--- src/rtl/fetch_unit_s00_axis_pkg.sv ---
// Shared types and constants for the fetch unit AXI4-Stream slave.
package fetch_unit_s00_axis_pkg;

  localparam int unsigned ColBitsDefault = 5;

  typedef enum logic [1:0] {
    SelMatA  = 2'd0,
    SelMatB  = 2'd1,
    SelInstr = 2'd2,
    SelNone  = 2'd3
  } sel_e;

  typedef enum logic [0:0] {
    StRecv = 1'b0,
    StDone = 1'b1
  } state_e;

  // Zero every byte whose strobe bit is clear.
  function automatic logic [31:0] strb_mask(input logic [31:0] data, input logic [3:0] strb);
    logic [31:0] res;
    for (int i = 0; i < 4; i++) begin
      res[i*8 +: 8] = strb[i] ? data[i*8 +: 8] : 8'h00;
    end
    return res;
  endfunction

endpackage

--- src/rtl/fetch_unit_s00_axis_if.sv ---
// AXI4-Stream beat channel between a stream source and the fetch unit.
interface fetch_unit_s00_axis_if #(
  parameter int unsigned DataWidth = 32
);
  logic [DataWidth-1:0]   TDATA;
  logic [DataWidth/8-1:0] TSTRB;
  logic                   TLAST;
  logic                   TVALID;
  logic                   TREADY;

  modport master (
    output TDATA,
    output TSTRB,
    output TLAST,
    output TVALID,
    input  TREADY
  );

  modport slave (
    input  TDATA,
    input  TSTRB,
    input  TLAST,
    input  TVALID,
    output TREADY
  );
endinterface

--- src/rtl/fetch_unit_s00_axis_addr_gen.sv ---
// Row/column and linear write-address counters for the fetch unit.
module fetch_addr_gen
  import fetch_unit_s00_axis_pkg::*;
#(
  parameter int unsigned BramDepth  = 10,
  parameter int unsigned InstrDepth = 11,
  parameter int unsigned ColBits    = ColBitsDefault
) (
  input  logic                  clk_i,
  input  logic                  rst_i,
  input  logic                  beat_i,
  input  logic                  last_i,
  input  logic [31:0]           width_i,
  output logic [BramDepth-1:0]  mat_addr_o,
  output logic [InstrDepth-1:0] instr_addr_o
);

  localparam int unsigned RowBits = BramDepth - ColBits;
  localparam logic [31:0] MaxW = 32'(1) << ColBits;
  localparam logic [ColBits:0] One = (ColBits + 1)'(1);

  logic [ColBits-1:0]    col_q, col_d;
  logic [RowBits-1:0]    row_q, row_d;
  logic [InstrDepth-1:0] lin_q, lin_d;
  logic [ColBits:0]      eff_w;

  // A zero row width behaves as one element per row; wide rows saturate.
  always_comb begin
    if (width_i == '0) begin
      eff_w = One;
    end else if (width_i > MaxW) begin
      eff_w = MaxW[ColBits:0];
    end else begin
      eff_w = width_i[ColBits:0];
    end
  end

  always_comb begin
    col_d = col_q;
    row_d = row_q;
    lin_d = lin_q;
    if (beat_i) begin
      if (last_i) begin
        col_d = '0;
        row_d = '0;
        lin_d = '0;
      end else begin
        lin_d = lin_q + InstrDepth'(1);
        if ({1'b0, col_q} == eff_w - One) begin
          col_d = '0;
          row_d = row_q + RowBits'(1);
        end else begin
          col_d = col_q + ColBits'(1);
        end
      end
    end
  end

  always_ff @(posedge clk_i) begin
    if (rst_i) begin
      col_q <= '0;
      row_q <= '0;
      lin_q <= '0;
    end else begin
      col_q <= col_d;
      row_q <= row_d;
      lin_q <= lin_d;
    end
  end

  assign mat_addr_o   = {row_q, col_q};
  assign instr_addr_o = lin_q;

endmodule

--- src/rtl/fetch_unit_s00_axis.sv ---
// AXI4-Stream slave that scatters packet words into matrix A/B and instruction BRAMs.
// Optional FETCH_UNIT_TSTRB_EN: zero the bytes of each write whose TSTRB bit is clear.
module fetch_unit_s00_axis
  import fetch_unit_s00_axis_pkg::*;
#(
  parameter int unsigned BRAM_DEPTH           = 10,
  parameter int unsigned INSTR_BRAM_DEPTH     = 11,
  parameter int unsigned C_S_AXIS_TDATA_WIDTH = 32,
  parameter int unsigned COL_BITS             = ColBitsDefault
) (
  input  logic                            S_AXIS_ACLK,
  input  logic                            S_AXIS_ARESETN,
  fetch_unit_s00_axis_if.slave            s_axis,
  input  logic [1:0]                      bram_sel,
  input  logic [31:0]                     row_width,
  output logic [BRAM_DEPTH-1:0]           mat_a_addr,
  output logic [C_S_AXIS_TDATA_WIDTH-1:0] mat_a_din,
  output logic                            mat_a_en,
  output logic [BRAM_DEPTH-1:0]           mat_b_addr,
  output logic [C_S_AXIS_TDATA_WIDTH-1:0] mat_b_din,
  output logic                            mat_b_en,
  output logic [INSTR_BRAM_DEPTH-1:0]     instr_addr,
  output logic [C_S_AXIS_TDATA_WIDTH-1:0] instr_din,
  output logic                            instr_en,
  output logic                            VALID_FU2PE
);

  state_e state_q, state_d;
  logic   first_q;
  sel_e   sel_q;
  logic [31:0] rw_q;
  logic   valid_q;

  logic accept, last_beat;
  sel_e cur_sel;
  logic [31:0] cur_rw;
  logic [BRAM_DEPTH-1:0] mat_addr;
  logic [INSTR_BRAM_DEPTH-1:0] lin_addr;
  logic [C_S_AXIS_TDATA_WIDTH-1:0] wr_data;

  logic [BRAM_DEPTH-1:0]           mat_a_addr_q, mat_b_addr_q;
  logic [C_S_AXIS_TDATA_WIDTH-1:0] mat_a_din_q, mat_b_din_q, instr_din_q;
  logic [INSTR_BRAM_DEPTH-1:0]     instr_addr_q;
  logic                            mat_a_en_q, mat_b_en_q, instr_en_q;

  assign s_axis.TREADY = (state_q == StRecv) && !S_AXIS_ARESETN;
  assign accept        = s_axis.TVALID && s_axis.TREADY;
  assign last_beat     = accept && s_axis.TLAST;

  // The first beat of a packet uses the live sideband; later beats use the latched copy.
  assign cur_sel = first_q ? sel_e'(bram_sel) : sel_q;
  assign cur_rw  = first_q ? row_width : rw_q;

`ifdef FETCH_UNIT_TSTRB_EN
  assign wr_data = strb_mask(s_axis.TDATA, s_axis.TSTRB);
`else
  logic unused_tstrb;
  assign unused_tstrb = ^s_axis.TSTRB;
  assign wr_data      = s_axis.TDATA;
`endif

  fetch_addr_gen #(
    .BramDepth (BRAM_DEPTH),
    .InstrDepth(INSTR_BRAM_DEPTH),
    .ColBits   (COL_BITS)
  ) u_addr_gen (
    .clk_i       (S_AXIS_ACLK),
    .rst_i       (S_AXIS_ARESETN),
    .beat_i      (accept),
    .last_i      (s_axis.TLAST),
    .width_i     (cur_rw),
    .mat_addr_o  (mat_addr),
    .instr_addr_o(lin_addr)
  );

  always_comb begin
    state_d = state_q;
    unique case (state_q)
      StRecv:  if (last_beat) state_d = StDone;
      StDone:  state_d = StRecv;
      default: state_d = StRecv;
    endcase
  end

  always_ff @(posedge S_AXIS_ACLK) begin
    if (S_AXIS_ARESETN) begin
      state_q <= StRecv;
      first_q <= 1'b1;
      sel_q   <= SelMatA;
      rw_q    <= '0;
      valid_q <= 1'b0;
    end else begin
      state_q <= state_d;
      valid_q <= (state_q == StDone) && (sel_q != SelNone);
      if (accept) begin
        if (first_q) begin
          sel_q <= sel_e'(bram_sel);
          rw_q  <= row_width;
        end
        first_q <= s_axis.TLAST;
      end
    end
  end

  always_ff @(posedge S_AXIS_ACLK) begin
    if (S_AXIS_ARESETN) begin
      mat_a_addr_q <= '0;
      mat_a_din_q  <= '0;
      mat_a_en_q   <= 1'b0;
      mat_b_addr_q <= '0;
      mat_b_din_q  <= '0;
      mat_b_en_q   <= 1'b0;
      instr_addr_q <= '0;
      instr_din_q  <= '0;
      instr_en_q   <= 1'b0;
    end else begin
      mat_a_en_q <= accept && (cur_sel == SelMatA);
      mat_b_en_q <= accept && (cur_sel == SelMatB);
      instr_en_q <= accept && (cur_sel == SelInstr);
      if (accept && (cur_sel == SelMatA)) begin
        mat_a_addr_q <= mat_addr;
        mat_a_din_q  <= wr_data;
      end
      if (accept && (cur_sel == SelMatB)) begin
        mat_b_addr_q <= mat_addr;
        mat_b_din_q  <= wr_data;
      end
      if (accept && (cur_sel == SelInstr)) begin
        instr_addr_q <= lin_addr;
        instr_din_q  <= wr_data;
      end
    end
  end

  assign mat_a_addr  = mat_a_addr_q;
  assign mat_a_din   = mat_a_din_q;
  assign mat_a_en    = mat_a_en_q;
  assign mat_b_addr  = mat_b_addr_q;
  assign mat_b_din   = mat_b_din_q;
  assign mat_b_en    = mat_b_en_q;
  assign instr_addr  = instr_addr_q;
  assign instr_din   = instr_din_q;
  assign instr_en    = instr_en_q;
  assign VALID_FU2PE = valid_q;

endmodule

--- src/flat_wrapper.sv ---
// flat-port wrapper written by rule: the top's interface ports become plain ports
module fetch_unit_s00_axis_flat import fetch_unit_s00_axis_pkg::*;
#(
  parameter int unsigned BRAM_DEPTH           = 10,
  parameter int unsigned INSTR_BRAM_DEPTH     = 11,
  parameter int unsigned C_S_AXIS_TDATA_WIDTH = 32,
  parameter int unsigned COL_BITS             = ColBitsDefault
)
  (S_AXIS_ACLK, S_AXIS_ARESETN, bram_sel, row_width, mat_a_addr, mat_a_din, mat_a_en, mat_b_addr, mat_b_din, mat_b_en, instr_addr, instr_din, instr_en, VALID_FU2PE, s_axis_TDATA, s_axis_TSTRB, s_axis_TLAST, s_axis_TVALID, s_axis_TREADY);
  fetch_unit_s00_axis_if s_axis_i ();
  input  logic S_AXIS_ACLK;
  input  logic S_AXIS_ARESETN;
  input  logic [1:0] bram_sel;
  input  logic [31:0] row_width;
  output logic [BRAM_DEPTH-1:0] mat_a_addr;
  output logic [C_S_AXIS_TDATA_WIDTH-1:0] mat_a_din;
  output logic mat_a_en;
  output logic [BRAM_DEPTH-1:0] mat_b_addr;
  output logic [C_S_AXIS_TDATA_WIDTH-1:0] mat_b_din;
  output logic mat_b_en;
  output logic [INSTR_BRAM_DEPTH-1:0] instr_addr;
  output logic [C_S_AXIS_TDATA_WIDTH-1:0] instr_din;
  output logic instr_en;
  output logic VALID_FU2PE;
  input wire logic [$bits(s_axis_i.TDATA)-1:0] s_axis_TDATA;
  input wire logic [$bits(s_axis_i.TSTRB)-1:0] s_axis_TSTRB;
  input wire logic [$bits(s_axis_i.TLAST)-1:0] s_axis_TLAST;
  input wire logic [$bits(s_axis_i.TVALID)-1:0] s_axis_TVALID;
  output wire logic [$bits(s_axis_i.TREADY)-1:0] s_axis_TREADY;
  assign s_axis_i.TDATA = s_axis_TDATA;
  assign s_axis_i.TSTRB = s_axis_TSTRB;
  assign s_axis_i.TLAST = s_axis_TLAST;
  assign s_axis_i.TVALID = s_axis_TVALID;
  assign s_axis_TREADY = s_axis_i.TREADY;
  fetch_unit_s00_axis #(.BRAM_DEPTH(BRAM_DEPTH), .INSTR_BRAM_DEPTH(INSTR_BRAM_DEPTH), .C_S_AXIS_TDATA_WIDTH(C_S_AXIS_TDATA_WIDTH), .COL_BITS(COL_BITS)) u_core (.S_AXIS_ACLK(S_AXIS_ACLK), .S_AXIS_ARESETN(S_AXIS_ARESETN), .s_axis(s_axis_i), .bram_sel(bram_sel), .row_width(row_width), .mat_a_addr(mat_a_addr), .mat_a_din(mat_a_din), .mat_a_en(mat_a_en), .mat_b_addr(mat_b_addr), .mat_b_din(mat_b_din), .mat_b_en(mat_b_en), .instr_addr(instr_addr), .instr_din(instr_din), .instr_en(instr_en), .VALID_FU2PE(VALID_FU2PE));
endmodule
--- config.mk ---
export PLATFORM = sky130hd
export DESIGN_NAME = fetch_unit_s00_axis_flat
export DESIGN_NICKNAME = d
export VERILOG_FILES = /design/src/rtl/fetch_unit_s00_axis_pkg.sv /design/src/rtl/fetch_unit_s00_axis_if.sv /design/src/rtl/fetch_unit_s00_axis_addr_gen.sv /design/src/rtl/fetch_unit_s00_axis.sv /design/src/flat_wrapper.sv
export SDC_FILE = /design/constraint.sdc
export NUM_CORES = 1
export LEC_CHECK = 0
export CAP_MARGIN = 20
export CORE_MARGIN = 2
export CORE_UTILIZATION = 30
export DETAILED_ROUTE_END_ITERATION = 7
export HOLD_SLACK_MARGIN = 0.02
export PLACE_DENSITY = 0.66
export SYNTH_ARGS = -nofsm -noshare
export SYNTH_HDL_FRONTEND = slang
export SYNTH_HIERARCHICAL = 1
export SYNTH_SLANG_ARGS = --single-unit
--- constraint.sdc ---
create_clock -name S_AXIS_ACLK -period 3.8 [get_ports S_AXIS_ACLK]
set_clock_uncertainty 0.15 [all_clocks]
set_input_delay 0.76 -clock S_AXIS_ACLK [delete_from_list [all_inputs] [get_ports S_AXIS_ACLK]]
set_output_delay 0.76 -clock S_AXIS_ACLK [all_outputs]
set_load 0.01 [all_outputs]
**After elaboration in Yosys (flattened, before gate mapping)**

Index checks and enable logic that the tools add are counted.

- Input bits: 74
- Register bits after elaboration: 188
- Output and inout port bits: 132
- Logic and storage cells: 50

- Muxes and demuxes: 11
- Bitwise logic cells: 1
- Add/sub/neg operators: 4
- $lt $le $gt $ge: 1
- Equal/unequal tests: 4
- Reductions and logical operators: 12

Operators by type and width:

| kind | number |
|---|---|
| greater-than comparator 32 x 6 -> 1 bit (second input constant) | 1 |
| logical NOT 32 bit | 1 |
| two-way mux 32 bit | 1 |
| two-way mux 5 bit | 4 |
| two-way mux 6 bit | 2 |
| adder 11 x 1 -> 11 bit (second input constant) | 1 |
| two-way mux 11 bit | 1 |
| adder 5 x 1 -> 5 bit (second input constant) | 2 |
| logical AND 1 bit | 7 |
| == test 5 x 6 -> 1 bit | 1 |
| subtractor 6 x 1 -> 6 bit (second input constant) | 1 |
| == test 2 x 1 -> 1 bit (second input constant) | 1 |
| == test 2 bit (second input constant) | 1 |
| logical NOT 2 bit | 1 |
| two-way mux 2 bit | 1 |
| != test 2 bit (second input constant) | 1 |
| case mux 1 bit (2 select lines) | 1 |
| AND reduction 2 bit | 1 |
| nonzero test 2 bit | 1 |
| logical NOT 1 bit | 1 |
| two-way mux 1 bit | 1 |
| inverter 1 bit | 1 |

**Logic depth before layout (Yosys ltp)**

- Depth in word-level cells: 8
- Depth in mapped cells: 15

**Cells and area by module**

Netlist, hierarchy kept.

Modules (own cells, without submodules):

| module | cells an instance | instances | area each (um^2) |
|---|---|---|---|
| fetch_unit_s00_axis | 609 | 1 | 6739.0 |
| fetch_addr_gen | 186 | 1 | 1530.2 |

**Worst setup path after synthesis**

OpenSTA, ideal clock, no wires.

- Path kind: register to register
- From: register u_core.first_q
- To: register u_core.u_addr_gen.row_q[3]
- Arrival time: 3.772 ns
- Slack: -0.242 ns
- Path buffers: 3
- Cell stages (with the launch flop): 15
- Required time: 3.530 ns
- Cell sequence: dfxtp_1 buf_2 buf_1 mux2_2 or4_1 a21oi_1 and3_1 inv_1 ha_1 xnor2_1 or4_4 and2_4 buf_6 o31a_1 a211o_1

- Word-level cells in the longest chain between the ends: 8
- Elaborated cells on any way between the ends: 9
- Those cells by class: add/sub (1); order compare (1); eq/ne (1); mux (3); reduce/logical (3)

RTL lines:

| item | RTL line | text |
|---|---|---|
| start, declared | fetch_unit_s00_axis.sv:29 | `logic first_q;` |
| start signal, assigned | fetch_unit_s00_axis.sv:100 | `first_q <= s_axis.TLAST;` |
| two-way mux 32 bit (*) | - |  |
| net u_core.cur_rw[2] | fetch_unit_s00_axis.sv:36 | `logic [31:0] cur_rw;` |
| greater-than comparator 32 x 6 -> 1 bit | fetch_unit_s00_axis_addr_gen.sv:31 | `end else if (width_i > MaxW) begin` |
| two-way mux 6 bit | fetch_unit_s00_axis_addr_gen.sv:31 |  |
| two-way mux 6 bit (*) | fetch_unit_s00_axis_addr_gen.sv:29 | `if (width_i == '0) begin` |
| subtractor 6 x 1 -> 6 bit (*) | fetch_unit_s00_axis_addr_gen.sv:49 | `if ({1'b0, col_q} == eff_w - One) begin` |
| == test 5 x 6 -> 1 bit (*) | fetch_unit_s00_axis_addr_gen.sv:49 |  |
| nonzero test 2 bit (no source line) (*) | - |  |
| AND reduction 2 bit (no source line) (*) | - |  |
| end signal, assigned | fetch_unit_s00_axis_addr_gen.sv:66 | `row_q <= row_d;` |
| end, declared | fetch_unit_s00_axis_addr_gen.sv:23 | `logic [RowBits-1:0] row_q, row_d;` |

The timed path passes the listed nets; every way through them passes the cells marked *.
A chain may end at the register's enable or synchronous reset.

**Final worst setup path**

- From: input row_width[1]
- To: register u_core.u_addr_gen.col_q[4]

- Word-level cells in the longest chain between the ends: 8
- Elaborated cells on any way between the ends: 9
- Those cells by class: add/sub (1); order compare (1); eq/ne (1); mux (5); reduce/logical (1)

RTL lines:

| item | RTL line | text |
|---|---|---|
| start, declared | flat_wrapper.sv:14 | `input logic [31:0] row_width;` |
| two-way mux 32 bit (*) | - |  |
| net u_core.cur_rw[1] | fetch_unit_s00_axis.sv:36 |  |
| greater-than comparator 32 x 6 -> 1 bit | fetch_unit_s00_axis_addr_gen.sv:31 |  |
| two-way mux 6 bit | fetch_unit_s00_axis_addr_gen.sv:31 |  |
| two-way mux 6 bit (*) | fetch_unit_s00_axis_addr_gen.sv:29 |  |
| subtractor 6 x 1 -> 6 bit (*) | fetch_unit_s00_axis_addr_gen.sv:49 |  |
| == test 5 x 6 -> 1 bit (*) | fetch_unit_s00_axis_addr_gen.sv:49 |  |
| two-way mux 5 bit (*) | fetch_unit_s00_axis_addr_gen.sv:49 |  |
| two-way mux 5 bit (*) | fetch_unit_s00_axis_addr_gen.sv:43 | `if (last_i) begin` |
| end signal, assigned | fetch_unit_s00_axis_addr_gen.sv:65 | `col_q <= col_d;` |
| end, declared | fetch_unit_s00_axis_addr_gen.sv:22 | `logic [ColBits-1:0] col_q, col_d;` |

Marks and branches as above.

==> metrics.yaml <==
status:
  status: "finished, final reports clean"
floorplan:
  initial_core_util: 0.306
  chipWidth_um: 170
  rows: 60
  core_um2: 27000
  num_io_pins: 206
  die_y_um: 170
  dieArea_um2: 28900
yosys:
  yosys_most_used_dff: "dfxtp_1"
  ys_top_cells_by_area: "dfxtp_1, mux2_2, nor2b_1"
  yosys.area.top_type: "dfxtp_1"
  yosys_register_bits: 188
  synthCells: 795
  synth_top_area_frac: 0.455
  yosys_warnings: 6
  synthArstFlopShare: 0
  synth_cell_types: 60
  syn-cell-area_um2: 8270
  seq_area_frac_synth: 0.455
  syn_nets: 873
  synth_edf_count: 0
  synth.avg_cell_area_um2: 10.4
setup_path:
  cp.arrival_ps: 3910
  crit_slowest_cell: "or4_4"
  critPathMostFrequentCell: "or4_4"
  critPathMaxFanout: 9
  crit_path_end_kind: "register"
  cp-start-kind: "input pin"
  worstPathCellList: "clkdlybuf4s50_1 -> mux2_2 -> or4_4 -> a21oi_2 -> and3_4 -> inv_1 -> ha_2 -> xnor2_1 -> or4_4 -> and2_4 -> nor3_1 -> o221ai_1"
  crit_required_ps: 3960
  slowest_delay_ps: 540
  crit_type: "input pin to register"
detailed_routing:
  drtIter0Drc: 326
  wl_um: 21300
  drc: 0
  wl_met2_um: 10500
  route.met3.wl_um: 885
  post_drt_wl_per_cell_um: 15.8
  antenna_left: 0
  wl_met1_um: 9530
  first_pass_iters: 5
  post_drt_via_cell_ratio: 4.65
  highest_layer: "met4"
  vias: 6287
timing:
  hold_viol: 0
  timing.fmax_mhz: 266
  period_minus_slack_ps: 3760
  rsz0062_at_grt: "true"
  max-slew-margin-rel: 0.256
  fin_ws_ps: 41.1
  tightest_slew_ps: 1120
  setup_viol: 0
  final-max-slew-violation-count: 0
  setup_tns_ps: 0
  period_share: 0.989
cts:
  htreeDepth: 4
  numCtsBuffers: 17
  cts_num_sinks: 188
  clk_latency_ps: 440
  clk_pin_slew_ps: 80
  cts_hold_buf: 0
  clockBufferDepth: 2
  tritoncts: "built"
  cts_root_buffer: "clkbuf_16"
placement:
  place_inst: 1319
  pre_cts_ws_ps: -461
  gp_congestion: 0.775
  io_buffers: 201
  dp_hpwl_um: 14300
flow_run:
  cap_violations: 0
finish:
  area.sequential_um2: 3760
  num-fill-cells: 2592
  syn2layout_area_growth_pct: 37.8
  layout.nets: 1077
  stdcell_count: 1353
  multiInputGateArea_um2: 4230
  utilization: 0.422
  layout-drive-gt1-share: 0.242
  n_antenna_cell: 0
grt:
  overflow: 0
  grtUsageTotal: 0.144
  antenna_found_initial: 0
  grt_pass1_vias: 6068
  grt_first_pass_wirelength_um: 32800
  grt_max_degree: 103
power_and_ir_drop:
  vdd_drop_max_uv: 204
  p_leak_nw: 4.48
  powerDensity_nw_per_um2: 386
min_path:
  min_path_type: "register to register"
## cell usage in the layout, fill, tap and decap left out, types with 6 or more instances in the layout
cell type	instances
nand2_1	77
clkdlybuf4s50_1	200
dfxtp_1	187
o21ai_0	9
clkbuf_16	17
nand3_1	35
buf_4	30
a21oi_1	12
nand2b_1	9
nor2_1	15
inv_1	8
buf_12	6
mux2_2	153
nor3_1	6
mux2_1	8
nand4_1	8
xor2_1	7
nor2b_1	130
## power breakdown
group	switching [mW]	leakage (nW)	total (mW)	internal (mW)
registers	0.0369	1.53	2.09	2.05
logic	0.235	2.67	0.530	0.295
clock network	0.895	0.287	1.78	0.887
total	1.17	4.48	4.40	3.23
## cell families after synthesis
logic type	after synthesis	synth area share
fa+ha+maj	4	0.00605
flops	188	0.455
xor+xnor	9	0.00953
simple gates	320	0.223
compound gates	49	0.0416
mux	165	0.224
buf+inv	60	0.0402
## worst max-delay path: cells and delay by family
kind,cells,cell delay [ps]
and+or+nand+nor,5,1780
xor gates and xnor gates,1,140
muxes,1,280
buffers and inverters,2,440
AOI/OAI and AO/OA,2,330
adders and majority gates,1,190
## metal layers
metal | vias to the layer above | GRT usage
met4 | 0 | 0.0531
li1 | 3149 | -
met2 | 128 | 0.246
met1 | 2991 | 0.181
met5 | - | 0
met3 | 19 | 0.0286
## Yosys cell counts (5+ instances only)
| cell type | n |
|---|---|
| and3_1 | 5 |
| a21oi_1 | 13 |
| buf_1 | 9 |
| nor3b_1 | 5 |
| nand4_1 | 8 |
| nor4_2 | 5 |
| nand2_1 | 77 |
| nor2b_1 | 130 |
| nor2_1 | 15 |
| o21ai_0 | 9 |
| mux2_1 | 8 |
| buf_6 | 14 |
| clkbuf_1 | 26 |
| xor2_1 | 7 |
| nor3_1 | 6 |
| inv_1 | 8 |
| nand3_1 | 35 |
| mux2_2 | 153 |
| nand2b_1 | 9 |
| dfxtp_1 | 188 |
## final timing paths
path / endpoint / from / slack, ps / cells past startpoint
setup / recovery: u_core/u_addr_gen/col_q[4] / row_width[1] / 40 / 12
setup reg to reg: u_core/u_addr_gen/col_q[4] / u_core/first_q / 140 / 13
hold / removal: u_core/rw_q[3] / u_core/rw_q[3] / 300 / 2
hold reg to reg: u_core/rw_q[3] / u_core/rw_q[3] / 300 / 2
## layout make-up
type	instances	area share
Clock buffer	17	0.0373
Tap cell	341	0.0374
Multi-Input combinational cell	547	0.371
Timing Repair Buffer	236	0.206
Sequential cell	188	0.330
Inverter	9	0.00297
Clock inverter	15	0.0148
## registers in the layout, summed over array words and instances, names as in the netlist
signal	count
u_core/instr_din	32
u_core/mat_a_din	32
u_core/mat_b_din	32
u_core/rw_q	32
u_core/instr_addr	11
u_core/u_addr_gen/instr_addr_o	11
u_core/mat_a_addr	10
u_core/mat_b_addr	10
u_core/u_addr_gen/col_q	5
u_core/u_addr_gen/row_q	5
u_core/sel_q	2
u_core/VALID_FU2PE	1
u_core/first_q	1
u_core/instr_en	1
u_core/mat_a_en	1
u_core/mat_b_en	1
u_core/state_q	1
## through the flow
step	instance area [um^2]	total power, mW	hold WS [ps]
floorplan	8280	2.40	282
global placement	10700	2.65	289
detailed placement	10700	2.66	293
CTS	11300	4.47	305
global route	11400	4.60	323
finish	11400	4.40	302
## what timing repair did
action | CTS | global route
setup buffers | 0 | 2
cloned | 0 | 0
endpoints found under the hold margin | 0 | 0
pin swaps | 0 | 4
resized for setup | 2 | 11
setup endpoints to repair | 2 | 9
Power figures use the tool's default switching activity.
